File: config.mk
export PLATFORM = sky130hd
export DESIGN_NAME = addr_decoder_mr_flat
export DESIGN_NICKNAME = d
export VERILOG_FILES = /design/src/rtl/addr_decoder_mr_if.sv /design/src/rtl/addr_decoder_mr.sv /design/src/flat_wrapper.sv
export SDC_FILE = /design/constraint.sdc
export NUM_CORES = 1
export LEC_CHECK = 0
export ABC_AREA = 1
export BUFFER_PORTS_ARGS = -buffer_cell sky130_fd_sc_hd__buf_4
export CORE_MARGIN = 2
export CORE_UTILIZATION = 51
export DETAILED_ROUTE_END_ITERATION = 10
export PLACE_DENSITY = 0.8
export SYNTH_ARGS = -nofsm -noshare
export SYNTH_HDL_FRONTEND = slang
export SYNTH_SLANG_ARGS = --single-unit
File: constraint.sdc
create_clock -name clk -period 1.9 [get_ports clk]
set_input_delay 0.57 -clock clk [delete_from_list [all_inputs] [get_ports clk]]
set_output_delay 0.57 -clock clk [all_outputs]
set_load 0.02 [all_outputs]
File: src/rtl/addr_decoder_mr_if.sv
// Bus bundle for the multi-region address decoder. The CPU memory stage
// drives the request side and the decoder answers with selects, completion,
// fault reporting and error statistics.
interface addr_decoder_mr_if #(
  parameter int ADDR_W      = 32,
  parameter int NUM_REGIONS = 4,
  parameter int ERRCNT_W    = 8
);
  logic                   req;
  logic [ADDR_W-1:0]      addr;
  logic                   err_clr;
  logic [NUM_REGIONS-1:0] cs;
  logic                   ack;
  logic                   err;
  logic                   busy;
  logic [ADDR_W-1:0]      err_addr;
  logic [ERRCNT_W-1:0]    err_count;

  modport master (
    output req, addr, err_clr,
    input  cs, ack, err, busy, err_addr, err_count
  );

  modport slave (
    input  req, addr, err_clr,
    output cs, ack, err, busy, err_addr, err_count
  );
endinterface

File: src/rtl/addr_decoder_mr.sv
// Multi-region address decoder: decodes an address against NUM_REGIONS
// inclusive windows (lowest index wins on overlap), drives a registered
// one-hot chip select for the access, inserts per-region wait states before
// acknowledging, and reports unmapped addresses with a captured address and
// a saturating error counter.
module addr_decoder_mr #(
  parameter int ADDR_W      = 32,
  parameter int NUM_REGIONS = 4,
  parameter logic [NUM_REGIONS*ADDR_W-1:0] REGION_LO = (NUM_REGIONS*ADDR_W)'(32'h0000_09F0),
  parameter logic [NUM_REGIONS*ADDR_W-1:0] REGION_HI = (NUM_REGIONS*ADDR_W)'(32'h0000_1A13),
  parameter logic [NUM_REGIONS*4-1:0]      REGION_WS = '0,
  parameter int ERRCNT_W    = 8
) (
  input  logic clk,
  input  logic rst,
  addr_decoder_mr_if.slave bus
);

  localparam int IDX_W = (NUM_REGIONS > 1) ? $clog2(NUM_REGIONS) : 1;

  typedef enum logic [1:0] {
    ST_IDLE,
    ST_WAIT,
    ST_DONE,
    ST_FAULT
  } state_t;

  state_t                 state;
  state_t                 state_n;
  logic [3:0]             wcnt;
  logic [NUM_REGIONS-1:0] cs_q;
  logic [ADDR_W-1:0]      err_addr_q;
  logic [ERRCNT_W-1:0]    err_count_q;

  logic                   hit_any;
  logic [IDX_W-1:0]       sel_idx;
  logic [NUM_REGIONS-1:0] sel_onehot;
  logic [3:0]             sel_ws;
  logic                   start_hit;
  logic                   start_fault;
  logic                   ack_c;
  logic                   err_c;

  // Saturating increment for the error counter: holds at all-ones.
  function automatic logic [ERRCNT_W-1:0] sat_inc(input logic [ERRCNT_W-1:0] v);
    if (&v) return v;
    return v + ERRCNT_W'(1);
  endfunction

  // Window decode; scanning from the top down lets the lowest index win.
  // A region whose LO exceeds HI can never satisfy both compares.
  always_comb begin
    hit_any = 1'b0;
    sel_idx = '0;
    for (int i = NUM_REGIONS - 1; i >= 0; i--) begin
      if ((bus.addr >= REGION_LO[i*ADDR_W +: ADDR_W]) &&
          (bus.addr <= REGION_HI[i*ADDR_W +: ADDR_W])) begin
        hit_any = 1'b1;
        sel_idx = IDX_W'(i);
      end
    end
  end

  assign sel_onehot  = NUM_REGIONS'(1) << sel_idx;
  assign sel_ws      = REGION_WS[sel_idx*4 +: 4];
  assign start_hit   = (state == ST_IDLE) && bus.req && hit_any;
  assign start_fault = (state == ST_IDLE) && bus.req && !hit_any;

  // State register.
  always_ff @(posedge clk or posedge rst) begin
    if (rst) state <= ST_IDLE;
    else     state <= state_n;
  end

  // Next-state and completion pulses.
  always_comb begin
    state_n = state;
    ack_c   = 1'b0;
    err_c   = 1'b0;
    case (state)
      ST_IDLE: begin
        if (bus.req) begin
          if (!hit_any)           state_n = ST_FAULT;
          else if (sel_ws != '0)  state_n = ST_WAIT;
          else                    state_n = ST_DONE;
        end
      end
      ST_WAIT: begin
        if (wcnt == 4'd1) state_n = ST_DONE;
      end
      ST_DONE: begin
        ack_c   = 1'b1;
        state_n = ST_IDLE;
      end
      ST_FAULT: begin
        err_c   = 1'b1;
        state_n = ST_IDLE;
      end
      default: state_n = ST_IDLE;
    endcase
  end

  // Chip select and wait counter: loaded on a hit, held through the access,
  // dropped on the edge that returns to IDLE.
  always_ff @(posedge clk or posedge rst) begin
    if (rst) begin
      cs_q <= '0;
      wcnt <= '0;
    end else begin
      if (start_hit) begin
        cs_q <= sel_onehot;
        wcnt <= sel_ws;
      end else begin
        if (state == ST_WAIT) wcnt <= wcnt - 4'd1;
        if (state_n == ST_IDLE) cs_q <= '0;
      end
    end
  end

  // Fault capture; a new capture takes precedence over a simultaneous clear.
  always_ff @(posedge clk or posedge rst) begin
    if (rst) begin
      err_addr_q  <= '0;
      err_count_q <= '0;
    end else if (start_fault) begin
      err_addr_q  <= bus.addr;
      err_count_q <= bus.err_clr ? ERRCNT_W'(1) : sat_inc(err_count_q);
    end else if (bus.err_clr) begin
      err_addr_q  <= '0;
      err_count_q <= '0;
    end
  end

  assign bus.cs        = cs_q;
  assign bus.ack       = ack_c;
  assign bus.err       = err_c;
  assign bus.busy      = (state != ST_IDLE);
  assign bus.err_addr  = err_addr_q;
  assign bus.err_count = err_count_q;

endmodule

File: src/flat_wrapper.sv
// flat-port wrapper written by rule: the top's interface ports become plain ports
module addr_decoder_mr_flat 
#(
  parameter int ADDR_W      = 32,
  parameter int NUM_REGIONS = 4,
  parameter logic [NUM_REGIONS*ADDR_W-1:0] REGION_LO = (NUM_REGIONS*ADDR_W)'(32'h0000_09F0),
  parameter logic [NUM_REGIONS*ADDR_W-1:0] REGION_HI = (NUM_REGIONS*ADDR_W)'(32'h0000_1A13),
  parameter logic [NUM_REGIONS*4-1:0]      REGION_WS = '0,
  parameter int ERRCNT_W    = 8
)
  (clk, rst, bus_req, bus_addr, bus_err_clr, bus_cs, bus_ack, bus_err, bus_busy, bus_err_addr, bus_err_count);
  addr_decoder_mr_if #(.ADDR_W(ADDR_W), .NUM_REGIONS(NUM_REGIONS), .ERRCNT_W(ERRCNT_W)) bus_i ();
  input  logic clk;
  input  logic rst;
  input wire logic [$bits(bus_i.req)-1:0] bus_req;
  input wire logic [$bits(bus_i.addr)-1:0] bus_addr;
  input wire logic [$bits(bus_i.err_clr)-1:0] bus_err_clr;
  output wire logic [$bits(bus_i.cs)-1:0] bus_cs;
  output wire logic [$bits(bus_i.ack)-1:0] bus_ack;
  output wire logic [$bits(bus_i.err)-1:0] bus_err;
  output wire logic [$bits(bus_i.busy)-1:0] bus_busy;
  output wire logic [$bits(bus_i.err_addr)-1:0] bus_err_addr;
  output wire logic [$bits(bus_i.err_count)-1:0] bus_err_count;
  assign bus_i.req = bus_req;
  assign bus_i.addr = bus_addr;
  assign bus_i.err_clr = bus_err_clr;
  assign bus_cs = bus_i.cs;
  assign bus_ack = bus_i.ack;
  assign bus_err = bus_i.err;
  assign bus_busy = bus_i.busy;
  assign bus_err_addr = bus_i.err_addr;
  assign bus_err_count = bus_i.err_count;
  addr_decoder_mr #(.ADDR_W(ADDR_W), .NUM_REGIONS(NUM_REGIONS), .REGION_LO(REGION_LO), .REGION_HI(REGION_HI), .REGION_WS(REGION_WS), .ERRCNT_W(ERRCNT_W)) u_core (.clk(clk), .rst(rst), .bus(bus_i));
endmodule
---- Word level (Yosys, flattened, before mapping) ----
Cells that the tools add are included.
Widths: inputs -> output; s select.
storage, ports and cells
  flip-flop bits (word level) ............. 50
  input port bits ......................... 36
  output and inout port bits .............. 47
  word-level logic and storage cells ...... 57
cells by class
  $add $sub $neg .......................... 2
  magnitude comparators ................... 4
  equal/unequal tests ..................... 5
  shift operators ......................... 2
  multiplexer cells ....................... 23
  reduce and logical (&&, ||, !) cells .... 16
operator list
  cell                     number
  $mux 32                  2
  $ge 32x1->1 const B      1
  $ge 32x12->1 const B     1
  $le 32x1->1 const B      1
  $le 32x13->1 const B     1
  $mux 8                   4
  $mux 4                   4
  $shiftx 16x4->4 const A  1
  $add 8x1->8 const B      1
  $mux 1                   8
  $mux 2                   4
  $reduce_and 8->1         1
  $reduce_bool 2->1        4
  $pmux 2 s3               1
  $logic_and 1x1->1        5
  $eq 2x2->1 const B       2
  $eq 4x1->1 const B       1
  $logic_not 2->1          2
  $reduce_bool 4->1        1
  $shl 1x1->4 const A      1
  $sub 4x1->4 const B      1
  $ne 3x3->1 const B       1
  $eq 2x1->1 const B       1
  $reduce_and 2->1         1
  other kinds (2)          2

---- Depth between registers and ports, before layout ----
  word-level depth ........................ 13
  depth in mapped cells ................... 14
  gate-level depth less buffers ........... 13

---- Least setup slack after synthesis ----
Ideal clock, no wire load.
  path kind ............................... input to register
  start point ............................. input bus_addr[20]
  end point ............................... register u_core.err_addr_q[2] (netlist: u_core.bus.err_addr[2])
  setup time .............................. 0.074 ns
  data arrival time ....................... 1.562 ns
  data required time ...................... 1.826 ns
  path slack .............................. 0.264 ns
  stages on the path ...................... 11
  path buffers ............................ 2
  path through ............................ nor2_1 nand2_1 nor2_1 nand3_1 nor2_2 nand2_2 nand2_4 buf_12 buf_12 nand3_2 o21ai_2
between the ends
  cells in the longest elaborated chain, start to end .. 7
  elaborated cells on any way between the ends .. 12
  those cells by class .................... 4 x order compare; 3 x mux; 5 x reduce/logical
ends and longest elaborated chain
  what                                                 line                                          text
  start, declared                                      flat_wrapper.sv:16                            input wire logic [$bits(bus_i.addr)-1:0] bus_addr;
  $ge 32x1->1 / $le 32x1->1 (equally long branches)    addr_decoder_mr.sv:56, addr_decoder_mr.sv:57
  $logic_and 1x1->1                                    addr_decoder_mr.sv:56                         if ((bus.addr >= REGION_LO[i*ADDR_W +: ADDR_W]) &&
  $mux 1                                               addr_decoder_mr.sv:56
  $mux 1 *                                             addr_decoder_mr.sv:56
  $logic_not 1->1 *                                    addr_decoder_mr.sv:67                         assign start_fault = (state == ST_IDLE) && bus.req && !hit_any;
  $logic_and 1x1->1 *                                  addr_decoder_mr.sv:67
  $mux 32 / $reduce_bool 2->1 (equally long branches)  -
  end signal, assigned                                 addr_decoder_mr.sv:126                        err_addr_q <= bus.addr;
  end, declared                                        addr_decoder_mr.sv:32                         logic [ADDR_W-1:0] err_addr_q;
Every way passes the cells marked *; elsewhere a longest branch is shown, timed or not.
A chain may end at the register's enable or synchronous reset.

---- Worst setup path after layout ----
  start point ............................. register u_core.err_count_q[0] (netlist: u_core.bus.err_count[0])
  end point ............................... register u_core.err_count_q[0] (netlist: u_core.bus.err_count[0])
between the ends
  cells in the longest elaborated chain, start to end .. 5
  elaborated cells on any way between the ends .. 9
  those cells by class .................... 1 x add/sub; 1 x eq/ne; 5 x mux; 2 x reduce/logical
ends and longest elaborated chain
  what                                                                 line                    text
  start, declared                                                      addr_decoder_mr.sv:33   logic [ERRCNT_W-1:0] err_count_q;
  start signal, assigned                                               addr_decoder_mr.sv:127  err_count_q <= bus.err_clr ? ERRCNT_W'(1) : sat_inc(err_count_q);
  parallel branches: the longest is 5 deep, another holds $add 8x1->8  -
Parallel ways; which one is timed is not known. The select of a mux whose other input is x is not followed.

==> results.cfg <==
[floorplan]
die_h_um = 76.4
die_area_mm2 = 0.00584
start_util_pct = 52.7
core_area_mm2 = 0.00507
fp-row-count = 26
die_w_um = 76.4
ios = 83

[synthesis]
synth_area_leaders = dfrtp_1 45%, nand2_1 15%, nand3_2 10%
synth_area_mm2 = 0.00267
netlist-cell-type-count = 26
synth_top_cells_by_count = 107 x nand2_1, 48 x dfrtp_1, 34 x nor2_1
avgSynthCellArea_um2 = 8.40
ys_seq_elements = 48
yosysMostFrequentCell = nand2_1
ys_warn_count = 0
synth_edf_count = 0
synth_top_area_share_pct = 44.9
synthCells = 318
yosysTopAreaCell = dfrtp_1
ys.flop_type = dfrtp_1
ys_seq_area_share_pct = 44.9
synthArstFlopShare_pct = 100

[global_route]
grt_max_degree = 30
grt.overflow.total = 0
grt_usage_pct = 21.0
grt_pass1_vias = 2281
grt_pass1_wl_mm = 10.2
antenna_found_initial = 0

[timing]
max_freq_mhz = 594
finalSetupViolCount = 0
period_share_pct = 88.6
rsz0062_at_grt = false
slew_viol_final = 0
finClkSkew_ns = 0.00524
hold_viol_final = 0
setup-tns-final_ns = 0
holdWs_ns = 0.276
post-route-min-period_ns = 1.68

[flow_run]
maxCapViolations = 0

[placed_design]
dp.cells = 466
io_buffers = 80
dpl.hpwl_mm = 4.60
place_congestion = 0.774

[power_and_ir_drop]
p_int_mw = 2.30
seqPwrFrac_pct = 39.6
ir_worst_vdd_mv = 0.598
p_switching_mw = 1.52
pwr-share-comb_pct = 43.4
swShare_pct = 39.7
power_frac_clock_pct = 17.0
p_per_area_mw_per_mm2 = 1120
leakage_nw = 1.86
power_mw = 3.81

[worst_setup_path]
critPathMaxFanout = 4
startpoint = u_core.bus.err_count[0]
cp_slowest_cell = dfrtp_1
max_stage_delay_ns = 0.41
critPathCaptureType = register
crit_arrival_ns = 1.88
r2r_slack_ns = 0.22
cp_common_cell = nand2_1
reg2reg_from = u_core.bus.err_count[0]
worstSetupStartpointType = register
worstPathRequired_ns = 2.10
crit_chain = ha_1, nand2_1, nor2_1, nand4_1, nor2_1, inv_1, nand3_1, nand2_1, nand2_1, inv_1
reg2regPathDepth = 10
crit_end = u_core.bus.err_count[0]
crit_type = register to register
r2r-end = u_core.bus.err_count[0]

[detailed_routing]
drc = 0
dr.pass1.iters = 4
routedWlPerCell_um = 12.3
vias_per_cell = 4.94
antenna_left = 0
vias = 2336
routed_wl_mm = 5.81
drt_iter0_drc = 105

[clocking]
clock_latency_ns = 0.30
cts_max_level = 2
cts_tree = yes
numCtsBuffers = 5
cts_setup_buffers = 0
root_buffer = clkbuf_8
clkSinkCount = 48
cts.clk_slew.worst_paths_ns = 0.08
clockBufferDepth = 2

[cells_and_area]
antenna_cells = 0
instances_no_fill = 473
final_util_pct = 67.3
layout-drive-gt1-share_pct = 36.5
nets = 442
synthToLayoutAreaGrowth_pct = 27.7

[run_status]
status = finished, final reports clean

[worst_hold_path]
worstHoldPathType = input port to asynchronous set/reset pin
==> critical path, delay by kind of cell, from the launching register on <==
family / cells / cell delay, ns
AND/OR/NAND/NOR: 7 / 0.80
buffers and inverters: 2 / 0.17
flip-flops: 1 / 0.41
adder cells (fa/ha/maj): 1 / 0.20
==> sequential cells by signal (all words and copies together), names as in the netlist <==
signal	cells
u_core.bus.err_count	8
u_core.state	2
u_core.bus.cs	2
u_core.wcnt	4
u_core.bus.err_addr	32
==> cell type report <==
cell class	instances	area (µm²)
Multi-Input combinational cell	228	1210
Sequential cell	48	1200
Fill cell	453	1660
Timing Repair Buffer	90	701
Clock buffer	7	96.3
Tap cell	70	87.6
Inverter	30	115
==> metal layers <==
metal  up-vias  track usage, %  wire [µm]
met5         -               0          0
met3         6            4.27        285
li1       1158               -          -
met1      1102            27.0       2540
met4         0            4.36         57
met2        70            37.0       2930
==> worst min-delay path by stage <==
stage | startpoint | endpoint
2_1_floorplan | u_core.wcnt[3] | u_core.state[1]
3_3_place_gp | u_core.bus.err_count[3] | u_core.bus.err_count[3]
3_5_place_dp | u_core.bus.err_count[3] | u_core.bus.err_count[3]
4_1_cts | rst | u_core.bus.err_count[7]
5_1_grt | rst | u_core.bus.err_count[7]
6_report | rst | u_core.bus.err_count[7]
==> repair_timing <==
| action | 4_1_cts | 5_1_grt |
|---|---|---|
| setup endpoints to repair | 0 | 1 |
| hold buffers | 0 | 0 |
| resized for setup | 0 | 2 |
==> cells in the final DEF, fill, tap and decap left out, drive strengths merged <==
| master | instances |
|---|---|
| nand2 | 111 |
| buf | 90 |
| dfrtp | 48 |
| nand3 | 42 |
| nor2 | 39 |
| inv | 29 |
| o21ai | 12 |
| clkbuf | 7 |
| nand4 | 4 |
| xor2 | 4 |
| nor3 | 3 |
| a21oi | 3 |
| ha | 3 |
| xnor2 | 2 |
| conb | 2 |
| clkinv | 1 |
| o2111ai | 1 |
| nor3b | 1 |
| or2 | 1 |
==> logic make-up after synthesis <==
group	synth area share, %
simple gates	37.6
flops	44.9
buf+inv	9.83
compound gates	4.12
xor+xnor	1.97
fa+ha+maj	1.40
other cells	0.140
==> metrics by stage <==
step | setup slack [ns] | area [µm²]
floorplan | 0.186 | 2680
global placement | -0.0828 | 3310
detailed placement | -0.131 | 3310
CTS | 0.175 | 3410
global route | 0.0000633 | 3410
finish | 0.217 | 3410
==> power groups by stage <==
stage / logic [mW] / registers (mW) / clock network [mW]
after global routing: 1.82 / 1.55 / 0.711
after CTS: 1.67 / 1.51 / 0.669
after global placement: 1.62 / 1.52 / 0
final: 1.66 / 1.51 / 0.650
after detailed placement: 1.67 / 1.52 / 0
after floorplan: 0.894 / 1.76 / 0
(Power assumes the default switching activity.)
